**config.mk**
```make
export PLATFORM = sky130hd
export DESIGN_NAME = fetch_stage
export DESIGN_NICKNAME = d
export VERILOG_FILES = /design/src/rtl/fetch_stage.sv
export SDC_FILE = /design/constraint.sdc
export NUM_CORES = 1
export LEC_CHECK = 0
export CORE_MARGIN = 1.5
export CORE_UTILIZATION = 30
export DETAILED_ROUTE_END_ITERATION = 10
export PLACE_DENSITY = 0.66
export REMOVE_ABC_BUFFERS = 1
export SLEW_MARGIN = 15
export SYNTH_ARGS = -nofsm -noshare
export SYNTH_HDL_FRONTEND = slang
export SYNTH_SLANG_ARGS = --single-unit
export TNS_END_PERCENT = 20
```
**constraint.sdc**
```tcl
create_clock -name clk -period 2.6 [get_ports clk]
set_input_delay 0.26 -clock clk [delete_from_list [all_inputs] [get_ports clk]]
set_output_delay 0.26 -clock clk [all_outputs]
set_load 0.02 [all_outputs]
```
**src/rtl/fetch_stage.sv**
```systemverilog
// Instruction fetch sequencer: req/ack fetch into a one-deep holding register, one idle cycle after reset.
// Zero-wait memory gives one instruction per 2 cycles; decode stalls via if_ready hold the word and the PC.
module fetch_stage #(
   parameter int         ADDR_W   = 16,
   parameter int         INST_W   = 16,
   parameter logic [3:0] HALT_OPC = 4'hF
) (
   input  logic              clk,
   input  logic              rst,
   input  logic [ADDR_W-1:0] pc_cur,
   output logic [ADDR_W-1:0] pc_next,
   output logic              imem_req,
   output logic [ADDR_W-1:0] imem_addr,
   input  logic              imem_ack,
   input  logic [INST_W-1:0] imem_rdata,
   input  logic              br_taken,
   input  logic [ADDR_W-1:0] br_target,
   output logic              if_valid,
   input  logic              if_ready,
   output logic [INST_W-1:0] if_inst,
   output logic [ADDR_W-1:0] if_pc,
   output logic [ADDR_W-1:0] if_pc_plus2,
   output logic              halted
);

   typedef enum logic [1:0] {ST_START, ST_REQ, ST_HOLD, ST_HALT} state_e;

   state_e            state_q, state_d;
   logic              redir_pend_q, redir_pend_d;
   logic [ADDR_W-1:0] redir_tgt_q, redir_tgt_d;
   logic [INST_W-1:0] if_inst_q, if_inst_d;
   logic [ADDR_W-1:0] if_pc_q, if_pc_d;
   logic [ADDR_W-1:0] if_pc_plus2_q, if_pc_plus2_d;
   logic [ADDR_W-1:0] pc_plus2;

   assign pc_plus2    = pc_cur + ADDR_W'(2);
   assign imem_addr   = pc_cur;
   assign if_inst     = if_inst_q;
   assign if_pc       = if_pc_q;
   assign if_pc_plus2 = if_pc_plus2_q;

   always_ff @(posedge clk or negedge rst) begin
      if (!rst) begin
         state_q       <= ST_START;
         redir_pend_q  <= 1'b0;
         redir_tgt_q   <= '0;
         if_inst_q     <= '0;
         if_pc_q       <= '0;
         if_pc_plus2_q <= '0;
      end else begin
         state_q       <= state_d;
         redir_pend_q  <= redir_pend_d;
         redir_tgt_q   <= redir_tgt_d;
         if_inst_q     <= if_inst_d;
         if_pc_q       <= if_pc_d;
         if_pc_plus2_q <= if_pc_plus2_d;
      end
   end

   always_comb begin
      state_d       = state_q;
      redir_pend_d  = redir_pend_q;
      redir_tgt_d   = redir_tgt_q;
      if_inst_d     = if_inst_q;
      if_pc_d       = if_pc_q;
      if_pc_plus2_d = if_pc_plus2_q;
      pc_next       = pc_cur;
      imem_req      = 1'b0;
      if_valid      = 1'b0;
      halted        = 1'b0;
      case (state_q)
         ST_START: state_d = ST_REQ;
         ST_REQ: begin
            imem_req = 1'b1;
            if (!imem_ack) begin
               if (br_taken) begin
                  redir_tgt_d  = br_target;
                  redir_pend_d = 1'b1;
               end
            end else if (redir_pend_q || br_taken) begin
               // Wrong-path word: drop it and re-request at the redirect address.
               pc_next      = br_taken ? br_target : redir_tgt_q;
               redir_pend_d = 1'b0;
            end else begin
               if_inst_d     = imem_rdata;
               if_pc_d       = pc_cur;
               if_pc_plus2_d = pc_plus2;
               pc_next       = pc_plus2;
               state_d       = ST_HOLD;
            end
         end
         ST_HOLD: begin
            if_valid = ~br_taken;
            if (br_taken) begin
               pc_next = br_target;
               state_d = ST_REQ;
            end else if (if_ready) begin
               state_d = (if_inst_q[INST_W-1 -: 4] == HALT_OPC) ? ST_HALT : ST_REQ;
            end
         end
         ST_HALT: halted = 1'b1;
         default: state_d = ST_START;
      endcase
   end

endmodule
```
==> results.json, run 1 <==
{
  "outcome": "finished, final reports clean",
  "path_cells": "clkdlybuf4s50_1, buf_4, nand4_4, or4_4, buf_4, o221ai_1, a2bb2oi_1, clkdlybuf4s15_1",
  "final_cells": 820,
  "ir_worst_vdd_uv": 540,
  "critPathArrivalTime_ns": 2.32,
  "synth-seq-cells": 66,
  "ctsHtreeMaxLevel": 3,
  "cts_sinks": 66,
  "grt_pass1_vias": 4010,
  "antennaDiodeCount": 0,
  "final.min_clock_period_ns": 2.58,
  "root_buffer": "clkbuf_16",
  "postRouteWirelength_microns": 13900,
  "yosys.area.top_type_share": 0.406,
  "startpoint_type": "primary input",
  "syn_area_sq_um": 4070,
  "io_buffers": 135,
  "worst_path_most_repeated_cell": "buf_4",
  "cts_tree": "done",
  "finalInstanceArea_sq_um": 6250,
  "die_x_microns": 119,
  "synth.most_common_cell": "nand2_1",
  "p_leak_nw": 2.79,
  "syn_area_per_cell_sq_um": 8.74,
  "setup_viol": 0,
  "hold_violations": 0,
  "drv_cap": 0,
  "yosys.area.top_type": "dfrtp_1",
  "fin_tns_setup_ns": 0,
  "utilization": 0.472,
  "path_clk_slew_ns": 0.05,
  "synth_compound_area_frac": 0.188,
  "cpLargestDelayFamily": "buffers and inverters",
  "antenna_found_initial": 0,
  "finalPower_mw": 6.87,
  "yosysSeqAreaShare": 0.406,
  "ys.warnings.count": 0,
  "required_ns": 2.34,
  "boundaryPins": 136,
  "cts_setup_buffers": 0,
  "via_per_inst": 4.98,
  "crit_buf_inv": 4,
  "die_y_microns": 119,
  "post-dp-hpwl_microns": 10400,
  "clockBufferDepth": 2,
  "vias": 4080,
  "nets": 700,
  "drt_iter0_drc": 240,
  "dieArea_sq_um": 14300,
  "initial_core_util": 0.307,
  "synthSimpleGateAreaFrac": 0.215,
  "clk_latency_ns": 0.34,
  "max_freq_ghz": 0.388,
  "slew_headroom": 0.405,
  "finalMaxSlewViolations": 0,
  "hold_class": "in -> async",
  "ys_types": 58,
  "synth_edf_count": 0,
  "synth_commonest_cells": "115 x nand2_1, 66 x dfrtp_1, 33 x o21ai_0",
  "hold_slack_ns": 0.0486,
  "numPlacedInstances": 806,
  "grt_util_all_layers": 0.200,
  "place.gp.congestion": 0.846,
  "ys_top_cells_by_area": "dfrtp_1 41%, nand2_1 11%, o21ai_0 4.1%",
  "layout-drive-gt1-share": 0.203,
  "worstPathMaxFanout": 3,
  "synthAdderAreaFrac": 0.0185,
  "p_per_area_nw_per_um2": 1100,
  "synthXorXnorAreaFrac": 0.0237,
  "end_kind": "output port",
  "place_area_sq_um": 5980,
  "finClkSkew_ns": 0.00720,
  "wl_per_cell_microns": 17.0,
  "synthMuxAreaShare": 0.0548,
  "post-place-ws_ns": -0.389,
  "coreArea_sq_um": 13200,
  "ys.flop_type": "dfrtp_1",
  "fin_crit_sh": 0.991,
  "drt-pass1-iter-count": 5,
  "grt_max_degree": 67,
  "async_flop_share": 1.00,
  "synth_top_family_by_area": "simple AND/OR/NAND/NOR gates",
  "critPathSlowestCell": "or4_4",
  "fin_ws_ns": 0.0233,
  "syn_inst": 465,
  "gr-total-overflow": 0,
  "cpPeakStageDelay_ns": 0.56,
  "area_growth_pct": 53.7,
  "fp-row-count": 42,
  "grt_setup_unrepaired": "yes",
  "ant_nets": 0,
  "path_class": "in -> out",
  "drc": 0,
  "cts_buffers": 9,
  "grt_pass1_wl_microns": 22000,
  "worst_slew_pin_slew_ns": 0.893
}
[kinds of logic (layout without fill, tap and decap cells)]
| group | Yosys count | after routing |
|---|---|---|
| AND/OR/NAND/NOR | 180 | 180 |
| AO/OA/AOI/OAI | 111 | 111 |
| buffers and inverters | 71 | 250 |
| flip-flops | 66 | 66 |
| multiplexers | 20 | 20 |
| XOR/XNOR | 11 | 11 |
| adder cells (fa/ha/maj) | 6 | 6 |
[worst register-to-register path: stages (launching register included)]
cell and delay, ns:
dfrtp_1 0.42, inv_1 0.11, ha_1 0.23, inv_2 0.09, buf_4 0.16, or3_1 0.32
buf_4 0.21, mux2_1 0.33
[final timing paths]
| check | slack [ns] | start | cells past startpoint | end |
|---|---|---|---|---|
| worst max-delay path | 0.02 | pc_cur[2] | 8 | pc_next[12] |
| worst min-delay path | 0.05 | rst | 1 | if_pc_plus2[7]$_DFFE_PN0P_ |
| worst max register to register | 0.60 | state_q[1]$_DFFE_PN0P_ | 7 | redir_tgt_q[9]$_DFFE_PN0P_ |
| worst min register to register | 0.47 | if_inst[2]$_DFFE_PN0P_ | 2 | if_inst[2]$_DFFE_PN0P_ |
| min in group clk | 0.44 | imem_rdata[14] | 3 | if_inst[14]$_DFFE_PN0P_ |
| max in group asynchronous | 1.98 | rst | 1 | if_inst[12]$_DFFE_PN0P_ |
[power by group]
| part | leakage (nW) | internal (mW) | switching (mW) | total (mW) |
|---|---|---|---|---|
| combinational | 1.85 | 1.87 | 2.12 | 3.99 |
| sequential | 0.815 | 1.51 | 0.270 | 1.78 |
| clock | 0.123 | 0.662 | 0.439 | 1.10 |
[cells in the final DEF, fill, tap and decap left out, drive strengths merged, types with 4 or more instances in the layout]
cell type,netlist,routed
nor2,14,14
dlygate4sd2,0,6
a211o,4,4
mux2,18,18
o22ai,10,10
ha,6,6
a221o,5,5
o21ai,34,34
nand3,10,10
nand4,8,8
buf,37,88
a22oi,8,8
xor2,5,5
o221ai,5,5
inv,16,16
xnor2,6,6
clkbuf,18,19
a21oi,13,13
dfrtp,66,66
clkdlybuf4s50,0,116
nand2b,6,6
nand2,115,115
a22o,9,9
[per-layer routing]
metal  share of wire  track usage  vias to the layer above
li1                -            -                     1974
met1            0.47        0.273                     1947
met2            0.46        0.313                      144
met3           0.052       0.0402                       15
met4           0.015       0.0751                        0
met5               0            0                        -
[what timing repair did]
item                                    CTS  global route
cloned                                    0             0
hold endpoints to repair                  0             0
pin swaps                                 0             1
gates resized for setup                  30            19
endpoints found under the setup margin   17            11
hold buffers                              0             0
[state kept, by name, summed over array words and instances, names as in the netlist]
name and count:
if_pc_plus2 15, redir_tgt_q 16, if_pc 16, if_inst 16, redir_pend_q 1, state_q 2
[layout make-up]
class,count,area [sq um]
inverter,16,60.1
fill,1304,6990
tap,176,220
timing repair buffer,220,1980
sequential,66,1650
multi-input combinational,328,2090
clock buffer,14,254
No activity file was read; power rests on OpenSTA's default activity.
==> inputs of run 2 (changes only) <==
--- a/config.mk
+++ b/config.mk
@@ -9,7 +9,7 @@
 export CORE_UTILIZATION = 30
 export DETAILED_ROUTE_END_ITERATION = 10
 export PLACE_DENSITY = 0.66
-export REMOVE_ABC_BUFFERS = 1
+export SKIP_CTS_REPAIR_TIMING = 1
 export SLEW_MARGIN = 15
 export SYNTH_ARGS = -nofsm -noshare
 export SYNTH_HDL_FRONTEND = slang
==> run 2 against run 1 <==
Against the previous run:
- the flow now finishes with violations (negative hold slack, negative setup slack)
- sequential power about the same
- hold slack worse by 0.058 ns
- clock skew up 0.00074 ns
- highest routed layer unchanged
- die area unchanged
- routed wire length grew 2.9%
- largest power group unchanged
- non-clock buffer count fell by 3
- global-route usage grew 0.48 points
- cell count shrank 0.24%
- combinational power barely moved
- utilization grew 0.57 points
- critical path type unchanged
==> results.json, run 2 (same netlist as run 1, synthesis figures left out) <==
{
  "reg2reg_slack_ns": 0.51,
  "worst_slew_pin_slew_ns": 0.772,
  "grt_setup_unrepaired": "yes",
  "ir_worst_vdd_uv": 437,
  "via_per_inst": 4.96,
  "critPathArrivalTime_ns": 2.59,
  "grt_max_degree": 69,
  "initial_core_util": 0.307,
  "slew_headroom": 0.485,
  "area_growth_pct": 55.5,
  "r2r_end": "redir_tgt_q[10]$_DFFE_PN0P_",
  "final.min_clock_period_ns": 2.85,
  "cts_sinks": 66,
  "nets": 697,
  "p_int_mw": 4.24,
  "antennaDiodeCount": 0,
  "ant_nets": 0,
  "hold_slack_ns": -0.00893,
  "final_cells": 818,
  "path_class": "in -> out",
  "reg2reg_depth": 7,
  "max_freq_ghz": 0.351,
  "finalMaxSlewViolations": 0,
  "reg2reg_from": "state_q[1]$_DFFE_PN0P_",
  "required_ns": 2.34,
  "layout-drive-gt1-share": 0.207,
  "path_clk_slew_ns": 0.06,
  "cts_tree": "done",
  "gr-total-overflow": 0,
  "worstPathMaxFanout": 3,
  "utilization": 0.478,
  "combPwrFrac": 0.562,
  "p_per_area_nw_per_um2": 1120,
  "place.gp.congestion": 0.931,
  "postRouteWirelength_microns": 14300,
  "wl_per_cell_microns": 17.5,
  "drc": 0,
  "drt-pass1-iter-count": 5,
  "hold_class": "in -> async",
  "dieArea_sq_um": 14300,
  "hold_violations": 6,
  "setup_viol": 1,
  "antenna_found_initial": 0,
  "fin_ws_ns": -0.246,
  "finClkSkew_ns": 0.00794,
  "boundaryPins": 136,
  "die_y_microns": 119,
  "nFillCells": 1291,
  "violations": "negative hold slack, negative setup slack",
  "startpoint": "pc_cur[2]",
  "grt_pass1_wl_microns": 22400,
  "outcome": "finished with violations",
  "coreArea_sq_um": 13200,
  "final_common_cell": "clkdlybuf4s50_1",
  "p_clk_frac": 0.186,
  "p_leak_nw": 2.91,
  "ctsHtreeMaxLevel": 3,
  "fin_crit_sh": 1.09,
  "grt_util_all_layers": 0.205,
  "pwr-share-seq": 0.252,
  "vias": 4059,
  "fp-row-count": 42,
  "io_buffers": 135,
  "synth_nets": 524,
  "numPlacedInstances": 803,
  "grt_pass1_vias": 4077,
  "post-dp-hpwl_microns": 11100,
  "clk_latency_ns": 0.34,
  "startpoint_type": "primary input",
  "final_cell_mix": "118 x clkdlybuf4s50_1, 114 x nand2_1, 80 x buf_4",
  "end_kind": "output port",
  "die_x_microns": 119,
  "p_sw_mw": 2.86,
  "clockBufferDepth": 2,
  "drt_iter0_drc": 282,
  "drv_cap": 0,
  "post-place-ws_ns": -0.434,
  "swShare": 0.403,
  "root_buffer": "clkbuf_16",
  "cts_buffers": 9
}
## run 2: per-layer routing
metal,part of all wire,global-route usage,up-vias
met5,0,0,-
met4,0.024,0.0774,0
met3,0.057,0.0359,28
met2,0.46,0.322,155
met1,0.46,0.281,1899
li1,-,-,1977
## run 2: power groups by stage
stage / Clock (mW) / Combinational (mW) / Sequential (mW)
2_1_floorplan: 0 / 1.71 / 2.17
3_3_place_gp: 0 / 4.02 / 1.78
3_5_place_dp: 0 / 4.03 / 1.81
4_1_cts: 1.36 / 4.05 / 1.79
5_1_grt: 1.39 / 4.29 / 1.85
6_report: 1.32 / 3.99 / 1.79
## run 2: worst max-delay path: stages
cell,delay [ns]
clkdlybuf4s50_1,0.52
ha_1,0.18
nand4_1,0.17
o31ai_1,0.33
nand3_1,0.18
a221o_1,0.38
clkdlybuf4s50_1,0.56
## run 2: final cells by class
| type | count | area, sq um | share of cell area |
|---|---|---|---|
| multi-input cells | 328 | 2080 | 0.328 |
| repair buffers | 217 | 2000 | 0.316 |
| flip-flops and latches | 66 | 1650 | 0.261 |
| clock buffers | 10 | 239 | 0.0378 |
| well taps | 176 | 220 | 0.0348 |
| clock inverters | 5 | 78.8 | 0.0125 |
| inverters | 16 | 60.1 | 0.00950 |
## run 2: metrics by stage
step | cell area (sq um) | total power [mW] | TNS [ns]
6_report | 6320 | 7.10 | -0.246
5_1_grt | 6320 | 7.53 | -0.363
4_1_cts | 6280 | 7.20 | -4.66
3_5_place_dp | 5960 | 5.84 | -3.83
3_3_place_gp | 5960 | 5.79 | -3.85
2_1_floorplan | 4070 | 3.87 | 0
## run 2: worst max path at each step
stage                  end  slack [ns]  depth (start not counted)
3_5_place_dp   pc_next[15]       -0.43                          7
5_1_grt        pc_next[11]       -0.31                          7
4_1_cts        pc_next[15]       -0.46                          7
6_report       pc_next[11]       -0.25                          7
2_1_floorplan  pc_next[14]        0.20                          6
3_3_place_gp   pc_next[15]       -0.43                          7
==> inputs of run 3 (changes only) <==
--- a/config.mk
+++ b/config.mk
@@ -5,10 +5,11 @@
 export SDC_FILE = /design/constraint.sdc
 export NUM_CORES = 1
 export LEC_CHECK = 0
-export CORE_MARGIN = 1.5
+export CORE_MARGIN = 5
 export CORE_UTILIZATION = 30
 export DETAILED_ROUTE_END_ITERATION = 10
 export PLACE_DENSITY = 0.66
+export SETUP_SLACK_MARGIN = 0.3
 export SKIP_CTS_REPAIR_TIMING = 1
 export SLEW_MARGIN = 15
 export SYNTH_ARGS = -nofsm -noshare
==> run 3 against run 2 <==
Against the previous run:
- the run ends with negative hold slack left
- register-to-register slack worse by 0.27 ns
- hold slack got worse by 0.022 ns
- total power up 4.2%
- die area is 12% higher
- sequential share of layout area fell by 0.61 points
- highest routed layer unchanged
- critical path depth increased by 2
- count of clock-buffer cells in the layout is 1 lower
- cell count rose by 0.37%
- first-iteration DRC count shrank 4.6%
- via count up 1.7%
- fmax rose by 16%
- largest power group unchanged
==> results.json, run 3 (same netlist as run 1, synthesis figures left out) <==
{
  "area_growth_pct": 59.2,
  "grt_pass1_wl_microns": 22200,
  "path_cells": "inv_2, ha_4, nor2b_1, buf_4, buf_6, a22o_1, a22o_1, a221o_1, buf_6",
  "clk_latency_ns": 0.34,
  "reg2reg_from": "state_q[1]$_DFFE_PN0P_",
  "hold_class": "in -> async",
  "wl_per_cell_microns": 17.6,
  "p_leak_nw": 3.05,
  "via_per_inst": 5.03,
  "drt-pass1-iter-count": 6,
  "crit_buf_inv": 4,
  "final.min_clock_period_ns": 2.46,
  "outcome": "finished with violations",
  "required_ns": 2.34,
  "postRouteWirelength_microns": 14500,
  "finalInstanceArea_sq_um": 6470,
  "layout-drive-gt1-share": 0.233,
  "cts_sinks": 66,
  "critPathArrivalTime_ns": 2.20,
  "post-dp-hpwl_microns": 11400,
  "finClkSkew_ns": 0.00407,
  "cp_num_cells": 9,
  "fin_tns_setup_ns": 0,
  "worstPathMaxFanout": 6,
  "p_per_area_nw_per_um2": 1140,
  "startpoint_type": "flip-flop",
  "boundaryPins": 136,
  "drt_iter0_drc": 269,
  "nFillCells": 1261,
  "coreArea_sq_um": 13200,
  "clockBufferDepth": 2,
  "die_x_microns": 126,
  "cts_buffers": 9,
  "place_area_sq_um": 5920,
  "setup_viol": 0,
  "synth_nets": 524,
  "path_class": "reg -> out",
  "gr-total-overflow": 0,
  "drc": 0,
  "hold_violations": 29,
  "die_y_microns": 126,
  "max_freq_ghz": 0.407,
  "violations": "negative hold slack",
  "r2r_end": "redir_tgt_q[9]$_DFFE_PN0P_",
  "final_cell_mix": "114 x nand2_1, 104 x clkdlybuf4s50_1, 84 x buf_4",
  "place.gp.congestion": 0.875,
  "end_kind": "output port",
  "fin_crit_sh": 0.945,
  "reg2reg_slack_ns": 0.24,
  "dieArea_sq_um": 16000,
  "cpPeakStageDelay_ns": 0.37,
  "finalMaxSlewViolations": 0,
  "antenna_found_initial": 0,
  "reg2reg_depth": 7,
  "final_common_cell": "nand2_1",
  "critPathSlowestCell": "dfrtp_1",
  "path_clk_slew_ns": 0.06,
  "ir_worst_vdd_uv": 481,
  "cts_tree": "done",
  "ctsHtreeMaxLevel": 3,
  "cpLargestDelayFamily": "compound AO/OA/AOI/OAI gates",
  "grt_pass1_vias": 3996,
  "grt_util_all_layers": 0.174,
  "drv_cap": 0,
  "finalPower_mw": 7.40,
  "numPlacedInstances": 799,
  "fp-row-count": 42,
  "root_buffer": "clkbuf_16",
  "ant_nets": 0,
  "worst_slew_pin_slew_ns": 0.711,
  "antennaDiodeCount": 0,
  "grt_setup_unrepaired": "yes",
  "slew_headroom": 0.526,
  "initial_core_util": 0.307,
  "nets": 699,
  "final_cells": 821,
  "io_buffers": 135,
  "vias": 4128,
  "grt_max_degree": 55,
  "hold_slack_ns": -0.0310
}
==> run 3: layout make-up <==
class                   instances  area (sq um)  share of cell area
flip-flops and latches         66          1650               0.255
clock inverters                 7           116              0.0180
inverters                      16          60.1             0.00928
well taps                     176           220              0.0340
multi-input cells             328          2160               0.334
repair buffers                219          2040               0.315
clock buffers                   9           225              0.0348
==> run 3: where the power goes <==
group | switching [mW] | internal, mW
clock | 0.477 | 0.936
sequential | 0.289 | 1.51
combinational | 2.18 | 2.01
==> run 3: worst max-delay path by stage <==
stage	endpoint	from	slack, ns
final	pc_next[2]	state_q[0]$_DFFE_PN0P_	0.14
after global routing	pc_next[10]	state_q[0]$_DFFE_PN0P_	0.08
after CTS	pc_next[15]	pc_cur[2]	-0.48
after detailed placement	pc_next[15]	pc_cur[2]	-0.46
after global placement	pc_next[15]	pc_cur[2]	-0.46
after floorplan	pc_next[1]	state_q[1]$_DFFE_PN0P_	0.27
==> run 3: per-stage QoR <==
step	worst slack, ns	util	hold slack [ns]
CTS	-0.481	0.473	-0.00388
detailed placement	-0.457	0.447	0.354
global route	0.0819	0.489	0.0397
floorplan	0.268	-	-0.0356
finish	0.144	0.489	-0.0310
global placement	-0.457	0.447	0.337
==> run 3: per-layer routing <==
| layer | up-vias | part of all wire | global-route usage | wire, microns |
|---|---|---|---|---|
| li1 | 1978 | - | - | - |
| met1 | 1976 | 0.45 | 0.239 | 6530 |
| met2 | 152 | 0.45 | 0.265 | 6530 |
| met3 | 22 | 0.077 | 0.0467 | 1120 |
| met4 | 0 | 0.021 | 0.0599 | 302 |
| met5 | - | 0 | 0 | 0 |
